## config.mk

```make
export PLATFORM = sky130hd
export DESIGN_NAME = seg7_time_display
export DESIGN_NICKNAME = d
export VERILOG_FILES = /design/src/rtl/seg7_pkg.sv /design/src/rtl/seg7_decode.sv /design/src/rtl/seg7_time_display.sv
export SDC_FILE = /design/constraint.sdc
export NUM_CORES = 1
export LEC_CHECK = 0
export CELL_PAD_IN_SITES_DETAIL_PLACEMENT = 1
export CELL_PAD_IN_SITES_GLOBAL_PLACEMENT = 2
export CORE_MARGIN = 3
export CORE_UTILIZATION = 35
export CTS_BUF_LIST = sky130_fd_sc_hd__clkbuf_4
export CTS_CLUSTER_DIAMETER = 100
export DETAILED_ROUTE_END_ITERATION = 8
export HOLD_SLACK_MARGIN = 0.02
export PLACE_DENSITY = 0.82
export REMOVE_ABC_BUFFERS = 1
export SYNTH_ARGS = -nofsm -noshare
export SYNTH_HDL_FRONTEND = slang
export SYNTH_SLANG_ARGS = --single-unit
export TNS_END_PERCENT = 10
```

## constraint.sdc

```tcl
create_clock -name clk -period 5.1 [get_ports clk]
set_input_delay 1.02 -clock clk [delete_from_list [all_inputs] [get_ports clk]]
set_output_delay 1.02 -clock clk [all_outputs]
set_load 0.02 [all_outputs]
```

## src/rtl/seg7_pkg.sv

```systemverilog
// rtl/seg7_pkg.sv - shared segment codes, digit index type and blank constants
package seg7_pkg;

    typedef logic [1:0] digit_idx_t;

    localparam logic [6:0] SEG_OFF = 7'b1111111;
    localparam logic [3:0] AN_OFF  = 4'b1111;

    // Active-low {g,f,e,d,c,b,a} codes for decimal digits 0..9
    localparam logic [6:0] SEG_CODES [10] = '{
        7'b1000000, 7'b1111001, 7'b0100100, 7'b0110000, 7'b0011001,
        7'b0010010, 7'b0000010, 7'b1111000, 7'b0000000, 7'b0010000
    };

endpackage

```

## src/rtl/seg7_decode.sv

```systemverilog
// rtl/seg7_decode.sv - combinational BCD digit to active-low 7-segment code
module seg7_decode
    import seg7_pkg::*;
(
    input  logic [3:0] bcd_i,
    output logic [6:0] seg_o
);

    always_comb begin
        seg_o = SEG_OFF;
        if (bcd_i <= 4'd9) begin
            seg_o = SEG_CODES[bcd_i];
        end
    end

endmodule

```

## src/rtl/seg7_time_display.sv

```systemverilog
// rtl/seg7_time_display.sv - MM.SS multiplexed 4-digit display driver; optional LEADING_ZERO_BLANK_EN
module seg7_time_display
    import seg7_pkg::*;
#(
    parameter int REFRESH_DIV = 50_000,
    parameter int BLANK_CYC   = 16
) (
    input  logic       clk,
    input  logic       rst,
    input  logic [5:0] minutes,
    input  logic [5:0] seconds,
    output logic [3:0] an,
    output logic [6:0] seg,
    output logic       dp
);

    localparam int CW = $clog2(REFRESH_DIV);

    logic [CW-1:0] cnt_q, cnt_d;
    digit_idx_t    idx_q, idx_d;
    logic [5:0]    min_s_q, min_s_d;
    logic [5:0]    sec_s_q, sec_s_d;
    logic [3:0]    an_q, an_d;
    logic [6:0]    seg_q, seg_d;
    logic          dp_q, dp_d;

    logic       snap_load;
    logic [5:0] min_v, sec_v, field;
    logic [3:0] digit;
    logic       active, lit;

    always_comb begin
        snap_load = (cnt_q == '0) && (idx_q == 2'd0);
        // On the load cycle the fresh inputs feed the decoder directly so the
        // first digit of a scan (and after reset) already shows the new value.
        min_v   = snap_load ? minutes : min_s_q;
        sec_v   = snap_load ? seconds : sec_s_q;
        min_s_d = min_v;
        sec_s_d = sec_v;

        if (cnt_q == CW'(REFRESH_DIV - 1)) begin
            cnt_d = '0;
            idx_d = idx_q + 2'd1;
        end else begin
            cnt_d = cnt_q + CW'(1);
            idx_d = idx_q;
        end

        field  = idx_q[1] ? min_v : sec_v;
        digit  = idx_q[0] ? 4'(field / 6'd10) : 4'(field % 6'd10);
        active = (cnt_q >= CW'(BLANK_CYC));
        lit    = active;
`ifdef LEADING_ZERO_BLANK_EN
        if ((idx_q == 2'd3) && (min_v < 6'd10)) begin
            lit = 1'b0;
        end
`endif
        an_d = lit ? ~(4'b0001 << idx_q) : AN_OFF;
        dp_d = !(active && (idx_q == 2'd2));
    end

    seg7_decode u_decode (
        .bcd_i (digit),
        .seg_o (seg_d)
    );

    always_ff @(posedge clk) begin
        if (rst) begin
            cnt_q   <= '0;
            idx_q   <= 2'd0;
            min_s_q <= '0;
            sec_s_q <= '0;
            an_q    <= AN_OFF;
            seg_q   <= SEG_OFF;
            dp_q    <= 1'b1;
        end else begin
            cnt_q   <= cnt_d;
            idx_q   <= idx_d;
            min_s_q <= min_s_d;
            sec_s_q <= sec_s_d;
            an_q    <= an_d;
            seg_q   <= seg_d;
            dp_q    <= dp_d;
        end
    end

    assign an  = an_q;
    assign seg = seg_q;
    assign dp  = dp_q;

endmodule

```

==> metrics.csv <==
stage,metric,value,unit
synth,synth.mux.area_fraction,8.10,%
final_layout,nFillCells,786,
grt,grt_antenna_before_repair,0,
routing,ant_nets,0,
clocking,cts_root_buf,clkbuf_4,
clocking,clock-sinks,42,
timing,fin_crit,4580,ps
final_layout,finalNonFillerCells,375,
grt,overflow,0,
grt,grt_pass1_vias,1974,
timing,drv_slew,0,
placement,dp_slack,592,ps
grt,grt_use_total,15.4,%
floorplanning,die_x,87.3,um
power_and_ir_drop,powerDensity,317,nW/um2
synth,synth_compound_area_share,15.1,%
routing,wl,5460,um
synth,synth_top_family_by_area,simple AND/OR/NAND/NOR gates,
routing,drc,0,
routing,wl_per_cell,14.6,um
timing,fin_ws,522,ps
timing,max-slew-margin-rel,62.3,%
worst_setup_path,r2r_slack,520,ps
synth,async_flop_share,0,%
synth,yosys.area_share.simple,24.6,%
routing,drtIter0Drc,95,
clocking,cts_resized,0,
placement,dpl.cell_count,367,
floorplanning,start_util,36.3,%
power_and_ir_drop,leakage,1.09,nW
routing,vias,1971,
synth,synthAdderAreaFrac,6.48,%
worst_setup_path,startpoint_type,flip-flop,
timing,clock_skew,9.94,ps
worst_hold_path,hold_class,reg2reg,
clocking,clk_pin_slew_worst_paths,120,ps
synth,synth_enable_flop_cells,0,
grt,grt_pass1_wl,9430,um
final_layout,layout_commonest_cell,nor2_1,
run,max_cap_violations,0,
final_layout,nNetsFinal,323,
final_layout,syn_to_final_growth,16.9,%
timing,rsz0062_at_grt,no,
synth,netlist_area,2320,um2
worst_setup_path,cp_data_required_time,5380,ps
floorplanning,dieArea,7630,um2
timing,setup_viol_count_final,0,
placement,globalplace.congestion,0.777,
clocking,cts_tree,yes,
final_layout,drive_gt1_share,10.1,%
clocking,post_cts_buffers,0,
timing,setup-tns-final,0,ps
floorplanning,io_pins,26,
placement,dp_hpwl,4120,um
synth,yosysWarnings,0,
worst_setup_path,end_kind,flip-flop,
timing,timing.final.crit_share,89.8,%
synth,avgSynthCellArea,8.58,um2
clocking,cts_buffers,5,
synth,synthCells,270,
synth,synth_seq_cells,42,
clocking,holdBufCountCts,0,
clocking,clk_latency,340,ps
worst_setup_path,worstSetupPathType,reg2reg,
worst_setup_path,path_max_fanout,19,
synth,synth_xor_area_share,4.92,%
final_layout,diodes,0,
grt,grt_max_degree,21,
synth,ys_types,51,
floorplanning,rows,29,
synth,synthFlopType,dfxtp_1,
placement,portBuffers,25,
clocking,clk_path_buf_depth,2,
timing,final-hold-violation-count,0,
floorplanning,die_h,87.3,um
final_layout,most-common-layout-cells,"nor2_1, dfxtp_1, nand2_1",
outcome,status,finished clean,
clocking,h-tree-depth,2,
power_and_ir_drop,vdd_drop_max,0.180,mV
floorplanning,design.core.area,6390,um2
worst_setup_path,crit_arrival,4850,ps
routing,dr.pass1.iters,4,
routing,routed_via_density,5.26,
power_and_ir_drop,total_power,0.858,mW
timing,worst_pin_slew,550,ps
synth,yosysSeqAreaShare,36.3,%
timing,fmax,0.218,GHz
[cell families after synthesis]
group           after synthesis
simple gates                118
mux                          15
fa+ha+maj                    12
compound gates               45
buf+inv                      25
xor+xnor                     13
flops                        42
[per-layer routing]
layer	vias to the layer above	part of all wire, %	track usage [%]
met1	948	49	19.9
met2	20	47	25.9
met5	-	0	0
met3	8	2.7	3.03
met4	0	1.4	4.60
li1	995	-	-
[worst max-delay path: stages, from the launching register on]
cell and delay (ps):
dfxtp_1 610, inv_1 120, ha_1 250, and3_1 260, nand2_8 200, mux4_2 640, inv_2 170, ha_1 200
o21ai_0 180, a2111oi_2 470, a311oi_2 120, a21oi_1 200, o22a_1 240, inv_1 100, ha_1 220, nor2_1 220
a21oi_1 120, a32oi_1 200
[through the flow]
step	utilization [%]	cell area (um2)	hold WS (ps)
after global placement	41.6	2650	463
final	42.4	2710	503
after CTS	42.4	2710	512
after detailed placement	41.6	2650	477
after floorplan	-	2270	442
after global routing	42.4	2710	541
[power breakdown]
part	switching [mW]	leakage (nW)	internal (mW)
logic	0.186	0.713	0.137
clock network	0.106	0.0331	0.0573
registers	0.0118	0.344	0.359
[layout make-up]
class	count	area, um2	area share (%)
multi-input cells	203	1370	50.7
clock inverters	2	8.76	0.323
well taps	77	96.3	3.56
repair buffers	30	288	10.6
inverters	15	56.3	2.08
clock buffers	6	45.0	1.66
flip-flops and latches	42	841	31.1
[Yosys cell counts, types with 2 or more instances]
cell type	number	area, um2
nor2_1	43	161
dfxtp_1	42	841
nand2_1	32	120
nand3_1	15	75.1
inv_1	13	48.8
ha_1	12	150
mux2i_1	12	120
a21oi_1	11	55.1
xor2_1	9	78.8
clkbuf_1	8	30.0
nand4_1	7	43.8
and3_1	5	31.3
nor3_1	4	20.0
o21ai_0	4	20.0
xnor2_1	4	35.0
mux4_2	3	67.6
o21ai_1	3	15.0
a211o_1	2	17.5
a211oi_1	2	15.0
a31oi_1	2	12.5
a32oi_1	2	17.5
and2_1	2	12.5
and4_1	2	17.5
o211a_1	2	20.0
o211ai_1	2	15.0
or3_1	2	12.5
[sequential cells by signal, indices dropped and copies added, names as in the netlist]
| name | cells |
|---|---|
| sec_s_q | 6 |
| idx_q | 2 |
| an | 4 |
| cnt_q | 16 |
| dp | 1 |
| min_s_q | 6 |
| seg | 7 |
[final timing paths]
| kind | start | end | depth (start not counted) |
|---|---|---|---|
| worst max-delay path | idx_q[0]$_SDFFE_PP0P_ | seg[3]$_SDFF_PP1_ | 17 |
| worst min-delay path | min_s_q[4]$_SDFF_PP0_ | min_s_q[4]$_SDFF_PP0_ | 2 |
| worst max register to register | idx_q[0]$_SDFFE_PP0P_ | seg[3]$_SDFF_PP1_ | 17 |
| worst min register to register | min_s_q[4]$_SDFF_PP0_ | min_s_q[4]$_SDFF_PP0_ | 2 |
(Power assumes the default switching activity.)
